File: src/rtl/morse_pkg.sv
// Shared Morse definitions for the encoder and receiver: FSM states, unit
// timings and the length/pattern code word.
package morse_pkg;

    localparam int unsigned CODE_LEN_W = 3;
    localparam int unsigned CODE_PAT_W = 5;

    localparam int unsigned DOT_U        = 1;
    localparam int unsigned DASH_U       = 3;
    localparam int unsigned ELEM_GAP_U   = 1;
    localparam int unsigned CHAR_GAP_U   = 3;
    localparam int unsigned WORD_EXTRA_U = 4;

    typedef enum logic [2:0] {
        IDLE,
        MARK,
        ELEM_GAP,
        CHAR_GAP,
        GAP_WORD
    } morse_state_t;

    // Pattern is left-aligned: the first element sits in pat[CODE_PAT_W-1], 1 = dash.
    typedef struct packed {
        logic [CODE_LEN_W-1:0] len;
        logic [CODE_PAT_W-1:0] pat;
    } morse_code_t;

endpackage

File: src/rtl/morse_code_rom.sv
// Combinational ASCII to Morse code lookup; lower case folds to upper case.
module morse_code_rom
    import morse_pkg::*;
(
    input  logic [7:0]  i_char,
    output morse_code_t o_code,
    output logic        o_is_space,
    output logic        o_is_valid
);

    logic [7:0] w_up;

    always_comb begin
        w_up = i_char;
        if (i_char >= 8'h61 && i_char <= 8'h7A) begin
            w_up = i_char - 8'h20;
        end
    end

    always_comb begin
        o_code     = '0;
        o_is_space = 1'b0;
        o_is_valid = 1'b1;
        case (w_up)
            "A": o_code = {3'd2, 5'b01000};
            "B": o_code = {3'd4, 5'b10000};
            "C": o_code = {3'd4, 5'b10100};
            "D": o_code = {3'd3, 5'b10000};
            "E": o_code = {3'd1, 5'b00000};
            "F": o_code = {3'd4, 5'b00100};
            "G": o_code = {3'd3, 5'b11000};
            "H": o_code = {3'd4, 5'b00000};
            "I": o_code = {3'd2, 5'b00000};
            "J": o_code = {3'd4, 5'b01110};
            "K": o_code = {3'd3, 5'b10100};
            "L": o_code = {3'd4, 5'b01000};
            "M": o_code = {3'd2, 5'b11000};
            "N": o_code = {3'd2, 5'b10000};
            "O": o_code = {3'd3, 5'b11100};
            "P": o_code = {3'd4, 5'b01100};
            "Q": o_code = {3'd4, 5'b11010};
            "R": o_code = {3'd3, 5'b01000};
            "S": o_code = {3'd3, 5'b00000};
            "T": o_code = {3'd1, 5'b10000};
            "U": o_code = {3'd3, 5'b00100};
            "V": o_code = {3'd4, 5'b00010};
            "W": o_code = {3'd3, 5'b01100};
            "X": o_code = {3'd4, 5'b10010};
            "Y": o_code = {3'd4, 5'b10110};
            "Z": o_code = {3'd4, 5'b11000};
            "0": o_code = {3'd5, 5'b11111};
            "1": o_code = {3'd5, 5'b01111};
            "2": o_code = {3'd5, 5'b00111};
            "3": o_code = {3'd5, 5'b00011};
            "4": o_code = {3'd5, 5'b00001};
            "5": o_code = {3'd5, 5'b00000};
            "6": o_code = {3'd5, 5'b10000};
            "7": o_code = {3'd5, 5'b11000};
            "8": o_code = {3'd5, 5'b11100};
            "9": o_code = {3'd5, 5'b11110};
            8'h20: o_is_space = 1'b1;
            default: o_is_valid = 1'b0;
        endcase
    end

endmodule

File: src/rtl/morse_char_encoder.sv
// Accepts ASCII characters over valid/ready and keys them out as Morse
// marks and gaps on a single line, timed in units of UNIT_CYCLES clocks.
module morse_char_encoder
    import morse_pkg::*;
#(
    parameter int unsigned UNIT_CYCLES = 1,
    parameter int unsigned CNT_W       = 8
)(
    input  logic       i_clk,
    input  logic       i_rst,
    input  logic [7:0] i_char,
    input  logic       i_valid,
    output logic       o_ready,
    output logic       o_data_morse,
    output logic       o_busy,
    output logic       o_err
);

    morse_code_t w_code;
    logic        w_is_space;
    logic        w_is_valid;

    morse_state_t          r_state;
    logic [CNT_W-1:0]      r_cnt;
    logic [CODE_LEN_W-1:0] r_idx;
    logic [CODE_LEN_W-1:0] r_len;
    logic [CODE_PAT_W-1:0] r_pat;

    morse_code_rom u_rom (
        .i_char     (i_char),
        .o_code     (w_code),
        .o_is_space (w_is_space),
        .o_is_valid (w_is_valid)
    );

    // Counter load for a phase lasting the given number of units.
    function automatic logic [CNT_W-1:0] f_load(input int unsigned units);
        return CNT_W'(units * UNIT_CYCLES - 1);
    endfunction

    always_ff @(posedge i_clk or posedge i_rst) begin
        if (i_rst) begin
            r_state      <= IDLE;
            r_cnt        <= '0;
            r_idx        <= '0;
            r_len        <= '0;
            r_pat        <= '0;
            o_ready      <= 1'b1;
            o_data_morse <= 1'b0;
            o_busy       <= 1'b0;
            o_err        <= 1'b0;
        end else begin
            o_err <= 1'b0;
            case (r_state)
                IDLE: begin
                    if (i_valid && o_ready) begin
                        if (w_is_valid && !w_is_space) begin
                            r_state      <= MARK;
                            r_cnt        <= f_load(w_code.pat[CODE_PAT_W-1] ? DASH_U : DOT_U);
                            r_idx        <= '0;
                            r_len        <= w_code.len;
                            r_pat        <= w_code.pat;
                            o_ready      <= 1'b0;
                            o_busy       <= 1'b1;
                            o_data_morse <= 1'b1;
                        end else if (w_is_space) begin
                            r_state <= GAP_WORD;
                            r_cnt   <= f_load(WORD_EXTRA_U);
                            o_ready <= 1'b0;
                            o_busy  <= 1'b1;
                        end else begin
                            o_err <= 1'b1;
                        end
                    end
                end
                MARK: begin
                    if (r_cnt != '0) begin
                        r_cnt <= r_cnt - CNT_W'(1);
                    end else if (r_idx + CODE_LEN_W'(1) == r_len) begin
                        r_state      <= CHAR_GAP;
                        r_cnt        <= f_load(CHAR_GAP_U);
                        o_data_morse <= 1'b0;
                    end else begin
                        r_state      <= ELEM_GAP;
                        r_cnt        <= f_load(ELEM_GAP_U);
                        r_idx        <= r_idx + CODE_LEN_W'(1);
                        r_pat        <= {r_pat[CODE_PAT_W-2:0], 1'b0};
                        o_data_morse <= 1'b0;
                    end
                end
                ELEM_GAP: begin
                    if (r_cnt != '0) begin
                        r_cnt <= r_cnt - CNT_W'(1);
                    end else begin
                        r_state      <= MARK;
                        r_cnt        <= f_load(r_pat[CODE_PAT_W-1] ? DASH_U : DOT_U);
                        o_data_morse <= 1'b1;
                    end
                end
                CHAR_GAP, GAP_WORD: begin
                    if (r_cnt != '0) begin
                        r_cnt <= r_cnt - CNT_W'(1);
                    end else begin
                        r_state <= IDLE;
                        o_ready <= 1'b1;
                        o_busy  <= 1'b0;
                    end
                end
                default: begin
                    r_state      <= IDLE;
                    o_ready      <= 1'b1;
                    o_busy       <= 1'b0;
                    o_data_morse <= 1'b0;
                end
            endcase
        end
    end

endmodule

File: config.mk
export PLATFORM = sky130hd
export DESIGN_NAME = morse_char_encoder
export DESIGN_NICKNAME = d
export VERILOG_FILES = /design/src/rtl/morse_pkg.sv /design/src/rtl/morse_code_rom.sv /design/src/rtl/morse_char_encoder.sv
export SDC_FILE = /design/constraint.sdc
export NUM_CORES = 1
export LEC_CHECK = 0
export CAP_MARGIN = 20
export CORE_ASPECT_RATIO = 1.75
export CORE_MARGIN = 4
export CORE_UTILIZATION = 35
export CTS_BUF_LIST = sky130_fd_sc_hd__clkbuf_4 sky130_fd_sc_hd__clkbuf_8
export DETAILED_ROUTE_END_ITERATION = 10
export PLACE_DENSITY_LB_ADDON = 0.05
export SKIP_CTS_REPAIR_TIMING = 1
export SLEW_MARGIN = 10
export SYNTH_ARGS = -nofsm -noshare
export SYNTH_HDL_FRONTEND = slang
export SYNTH_HIERARCHICAL = 1
export SYNTH_SLANG_ARGS = --single-unit
File: constraint.sdc
create_clock -name i_clk -period 3.2 [get_ports i_clk]
set_input_delay 0.32 -clock i_clk [delete_from_list [all_inputs] [get_ports i_clk]]
set_output_delay 0.32 -clock i_clk [all_outputs]
set_load 0.02 [all_outputs]
Word level (Yosys, flattened, before mapping)
Cells that the tools add are included.
{ "totals": {"regBits": 26, "latchBits": 0, "mem_bits_rw": 0, "rom_bits": 0, "input_bits": 11, "word_cells": 134, "mem_count": 0} }
{ "op_classes": {"add_sub_neg": 5, "multipliers": 0, "n_div": 0, "order_cmp": 2, "n_eq_ne": 50, "shift": 0, "mux": 49, "bitwise": 2, "reduce_logical": 17} }
{ "op_table": {"columns": ["cell", "count"], "rows": [
  ["8-bit case mux with 36 select lines", 1],
  ["8-bit by 7-bit == test with 1-bit output (second input constant)", 26],
  ["8-bit by 6-bit == test with 1-bit output (second input constant)", 11],
  ["8-bit two-way mux", 7],
  ["37-bit OR reduction", 1],
  ["8-bit case mux with 4 select lines", 1],
  ["3-bit two-way mux", 10],
  ["5-bit two-way mux", 4],
  ["1-bit two-way mux", 17],
  ["5-bit AND reduction", 3],
  ["2-bit != test (second input constant)", 7],
  ["3-bit case mux with 4 select lines", 1],
  ["5-bit case mux with 2 select lines", 1],
  ["8-bit by 7-bit >= comparator with 1-bit output (second input constant)", 1],
  ["8-bit by 7-bit <= comparator with 1-bit output (second input constant)", 1],
  ["4-bit AND reduction", 2],
  ["8-bit nonzero test", 1],
  ["8-bit by 1-bit subtractor with 8-bit output (second input constant)", 1],
  ["8-bit by 6-bit subtractor with 8-bit output (second input constant)", 1],
  ["3-bit by 2-bit == test with 1-bit output (second input constant)", 2],
  ["2-bit two-way mux", 3],
  ["1-bit case mux with 3 select lines", 2],
  ["3-bit case mux with 2 select lines", 1],
  ["2-bit by 1-bit subtractor with 3-bit output (second input constant)", 2],
  ["14 further kinds", 18]
]} }

Longest topological paths before layout
{ "depth": {"word_depth": 10, "mapped_depth": 14, "mapped_depth_nobuf": 13} }

Cells and area by module
The synthesis kept the hierarchy.
{ "modules_own_cells": {"columns": ["mod", "n_inst", "cells_each", "area_per_inst_um2"], "rows": [
  ["morse_char_encoder", 1, 161, 1626.6],
  ["morse_code_rom", 1, 130, 788.3]
]} }

Worst setup path before layout
Ideal clock, no wire load.
{ "synth_path": {"kind": "input -> register", "start": "input i_char[5]", "end": "register r_cnt[1]", "setup_time_ns": 0.139, "arrival_time_ns": 2.698, "t_required_ns": 3.061, "slack_ns": 0.363, "stages": 13, "n_path_buf": 0, "path_cell_list": "inv_1 ha_1 nand4bb_1 a31o_1 a2bb2oi_4 a2111oi_0 a211oi_1 nand3_1 or3b_2 o211ai_1 nand3_1 a211oi_2 a22oi_1"} }
{ "synth_between": {"elab_chain_cells": 10, "elab_cells_between_ends": 55, "cone_classes": "2 x add/sub; 2 x order compare; 38 x eq/ne; 8 x mux; 5 x reduce/logical"} }
{ "synth_rtl": {"columns": ["element", "line_no", "source"], "rows": [
  ["start: declaration", "morse_char_encoder.sv:11", "input logic [7:0] i_char,"],
  ["8-bit by 7-bit >= comparator with 1-bit output or 8-bit by 7-bit <= comparator with 1-bit output (tied branches)", "morse_code_rom.sv:15", "if (i_char >= 8'h61 && i_char <= 8'h7A) begin"],
  ["1-bit logical AND", "morse_code_rom.sv:15", null],
  ["8-bit two-way mux *", "morse_code_rom.sv:15", null],
  ["8-bit by 7-bit == test with 1-bit output or 8-bit by 6-bit == test with 1-bit output (tied branches)", "morse_code_rom.sv:24", "case (w_up)"],
  ["37-bit OR reduction (no line) *", null, null],
  ["1-bit two-way mux *", "morse_code_rom.sv:24", null],
  ["via w_is_valid", "morse_char_encoder.sv:21", "logic w_is_valid;"],
  ["1-bit logical AND *", "morse_char_encoder.sv:57", "if (w_is_valid && !w_is_space) begin"],
  ["8-bit two-way mux", "morse_char_encoder.sv:57", null],
  ["8-bit two-way mux", "morse_char_encoder.sv:56", "if (i_valid && o_ready) begin"],
  ["8-bit case mux with 4 select lines", "morse_char_encoder.sv:54", "case (r_state)"],
  ["end signal: assignment", "morse_char_encoder.sv:59", "r_cnt <= f_load(w_code.pat[CODE_PAT_W-1] ? DASH_U : DOT_U);"],
  ["end signal: assignment", "morse_char_encoder.sv:68", "r_cnt <= f_load(WORD_EXTRA_U);"],
  ["end signal: assignment", "morse_char_encoder.sv:78", "r_cnt <= r_cnt - CNT_W'(1);"],
  ["end: declaration", "morse_char_encoder.sv:24", "logic [CNT_W-1:0] r_cnt;"]
]} }
Mark *: on every way through the listed nets, which the timed path passes. The rest lies on a longest branch. The select of a mux whose other input is x is not followed.
A chain may end at the register's enable or synchronous reset.

Worst setup path in the final report
{ "layout_path": {"start": "input i_char[6]", "end": "register r_cnt[1]"} }
Same word-level chain as after synthesis.

==> flow_summary.toml <==
[placement]
gp_congestion = 0.908
dpl_cell_area_mm2 = 0.00290
dp_hpwl_mm = 5.83
place_ws_ps = -376
io_buffers = 14

[sta]
tightestPinTransition_ps = 563
skew_ps = 3.19
period_share = 0.962
clock.fmax_mhz = 325
holdWs_ps = 284
relSlewSlack = 0.621
setup_tns_ps = 0
hold_violations = 0
min_period_ps = 3080
slew_viol_final = 0
setup_slack_ps = 123
setup_viol = 0

[drt]
viasPerCell = 5.73
dr_total_vias = 2413
drc = 0
wl_mm = 7.33
detail_route.wl_per_cell_um = 17.4
dr.first_iter.drc_count = 169
drtPass1Iterations = 4
postRouteAntennaNets = 0

[cts]
cts_inserted_buffers = 3
insertion_delay_ps = 290
clkTransAtPathRegs_ps = 90
cts_buffer_depth = 2
cts_tree = "yes"
clock-sinks = 26
htree_levels = 1
root_buffer = "clkbuf_8"

[cells_and_area]
drive_gt1_frac = 0.268
final_nets = 355
antenna_cells = 0
area_growth_pct = 27.0
n_fill_cell = 697
seq_area_um2 = 652
layout_common_cells = "buf_4, nor2_1, dfrtp_1, nand2_1"
multi_input_area_mm2 = 0.00165
fin_area_mm2 = 0.00307
layout_commonest_cell = "buf_4"

[die]
dieWidth_um = 70.8
rows = 39
core_mm2 = 0.00664
dieHeight_um = 118
ioPinCount = 15
die-area_mm2 = 0.00834
initial_core_util = 0.364

[setup_path]
criticalPathCategory = "primary input to flop"
reg2reg_to = "r_pat[4]"
crit_fanout = 6
cp-end-kind = "flop"
setup.worst_path.start_class = "primary input"
crit_required_ps = 3360
critPathArrivalTime_ps = 3240
r2r_cells = 7
r2r_slack_ps = 1030
r2r_start = "r_cnt[0]"

[status]
status = "completed"

[worst_hold_path]
min_path_type = "primary input to asynchronous set/reset pin"

[job]
max_cap_violations = 0

[power_and_ir_drop]
ir_drop_v = 0.000210
p_seq_frac = 0.419
powerDensity_mw_per_mm2 = 259
pwr-share-clk = 0.354
p_sw_mw = 0.210
combPwrFrac = 0.227
power.leakage_nw = 1.26
p_int_mw = 0.584
switching_share = 0.265
power.total_mw = 0.795

[logic_synthesis]
synth-main-ff-cell = "dfrtp_1"
async_flop_share = 1.00
synthCells = 291
ys_seq_elements = 26
synth_cell_types = 78
syn_area_mm2 = 0.00241
ys_warn_count = 6
ys_seq_area_frac = 0.270
syn_nets = 306
synth.avg_cell_area_um2 = 8.30
synth_edf_count = 0

[global_routing]
track_usage = 0.181
grt_pass1_wl_mm = 12.2
grt_pass1_vias = 2507
antenna_found_initial = 0
grt_start_max_net_pins = 29
grt_overflow = 0
-- stage by stage --
step,instances,util
after floorplan,291,-
after global placement,415,0.437
after detailed placement,415,0.437
after CTS,419,0.448
after global routing,421,0.462
final,421,0.462
-- cells in the mapped netlist, drive strengths merged, types with 2 or more instances --
library cell / count / share of area
a21oi: 18 / 0.037
nor4: 5 / 0.019
nand4: 2 / 0.0052
dfrtp: 25 / 0.26
nor3: 16 / 0.040
mux2i: 6 / 0.025
nand2b: 8 / 0.021
mux2: 11 / 0.058
a22oi: 2 / 0.0062
a211oi: 4 / 0.015
inv: 19 / 0.030
nand2: 22 / 0.037
o2111ai: 2 / 0.0073
o31ai: 2 / 0.0083
nor2: 30 / 0.052
nand3: 14 / 0.034
o211ai: 4 / 0.015
a32oi: 3 / 0.011
o2bb2ai: 2 / 0.0073
nor3b: 2 / 0.0083
a221oi: 2 / 0.0098
xnor2: 4 / 0.015
o22ai: 4 / 0.010
o311ai: 2 / 0.0073
o21ai: 21 / 0.045
o221ai: 2 / 0.015
nor2b: 4 / 0.010
buf: 13 / 0.034
ha: 4 / 0.021
a31oi: 7 / 0.018
or4: 2 / 0.0067
clkbuf: 4 / 0.0062
-- layout make-up --
cell class                      instances  area share
Clock buffer                            3      0.0135
Inverter                               20      0.0245
Multi-Input combinational cell        228       0.538
Timing Repair Buffer                   61       0.168
Clock inverter                          1     0.00979
Sequential cell                        26       0.212
Tap cell                               82      0.0334
-- power groups by stage --
stage | Sequential, mW | Clock (mW) | Combinational, mW
global route | 0.333 | 0.300 | 0.195
detailed placement | 0.340 | 0 | 0.165
finish | 0.333 | 0.282 | 0.180
global placement | 0.339 | 0 | 0.167
floorplan | 0.339 | 0 | 0.0869
CTS | 0.333 | 0.290 | 0.166
-- state kept, by name (all words and copies together), names as in the netlist --
| name | flops |
|---|---|
| o_ready | 1 |
| r_cnt | 8 |
| r_pat | 5 |
| o_busy | 1 |
| r_idx | 3 |
| o_data_morse | 1 |
| o_err | 1 |
| r_state | 3 |
| r_len | 3 |
-- worst max-delay path, cell delays in order --
cell	delay, ps
clkdlybuf4s50_1	480
inv_1	60
ha_1	260
nand4bb_4	200
a31o_4	230
a2bb2oi_4	170
o31ai_4	290
a221oi_2	120
nand3_2	130
or3b_4	390
o211ai_1	170
nand3_1	110
a211oi_2	210
a22oi_1	90
-- cells by family after synthesis --
group / share of synthesized area
multiplexers: 0.0824
XOR/XNOR: 0.0275
flip-flops: 0.270
adder cells (fa/ha/maj): 0.0249
AND/OR/NAND/NOR: 0.260
buffers and inverters: 0.0710
AO/OA/AOI/OAI: 0.265
-- how the worst max path moves through the flow --
stage	startpoint	end	slack, ps	cells past startpoint
floorplan	i_char[5]	r_cnt[1]	360	13
global placement	i_char[5]	r_cnt[1]	-300	14
detailed placement	i_char[5]	r_cnt[1]	-380	14
CTS	i_char[5]	r_cnt[1]	-70	14
global route	i_char[6]	r_cnt[1]	-30	14
finish	i_char[6]	r_cnt[1]	120	14
-- metal layers --
| metal | up-vias | GRT usage | wire, µm |
|---|---|---|---|
| met3 | 25 | 0.0120 | 196 |
| met2 | 59 | 0.355 | 4170 |
| met4 | 0 | 0.107 | 414 |
| li1 | 1178 | - | - |
| met5 | - | 0 | 0 |
| met1 | 1151 | 0.177 | 2550 |
Power figures use the tool's default switching activity.
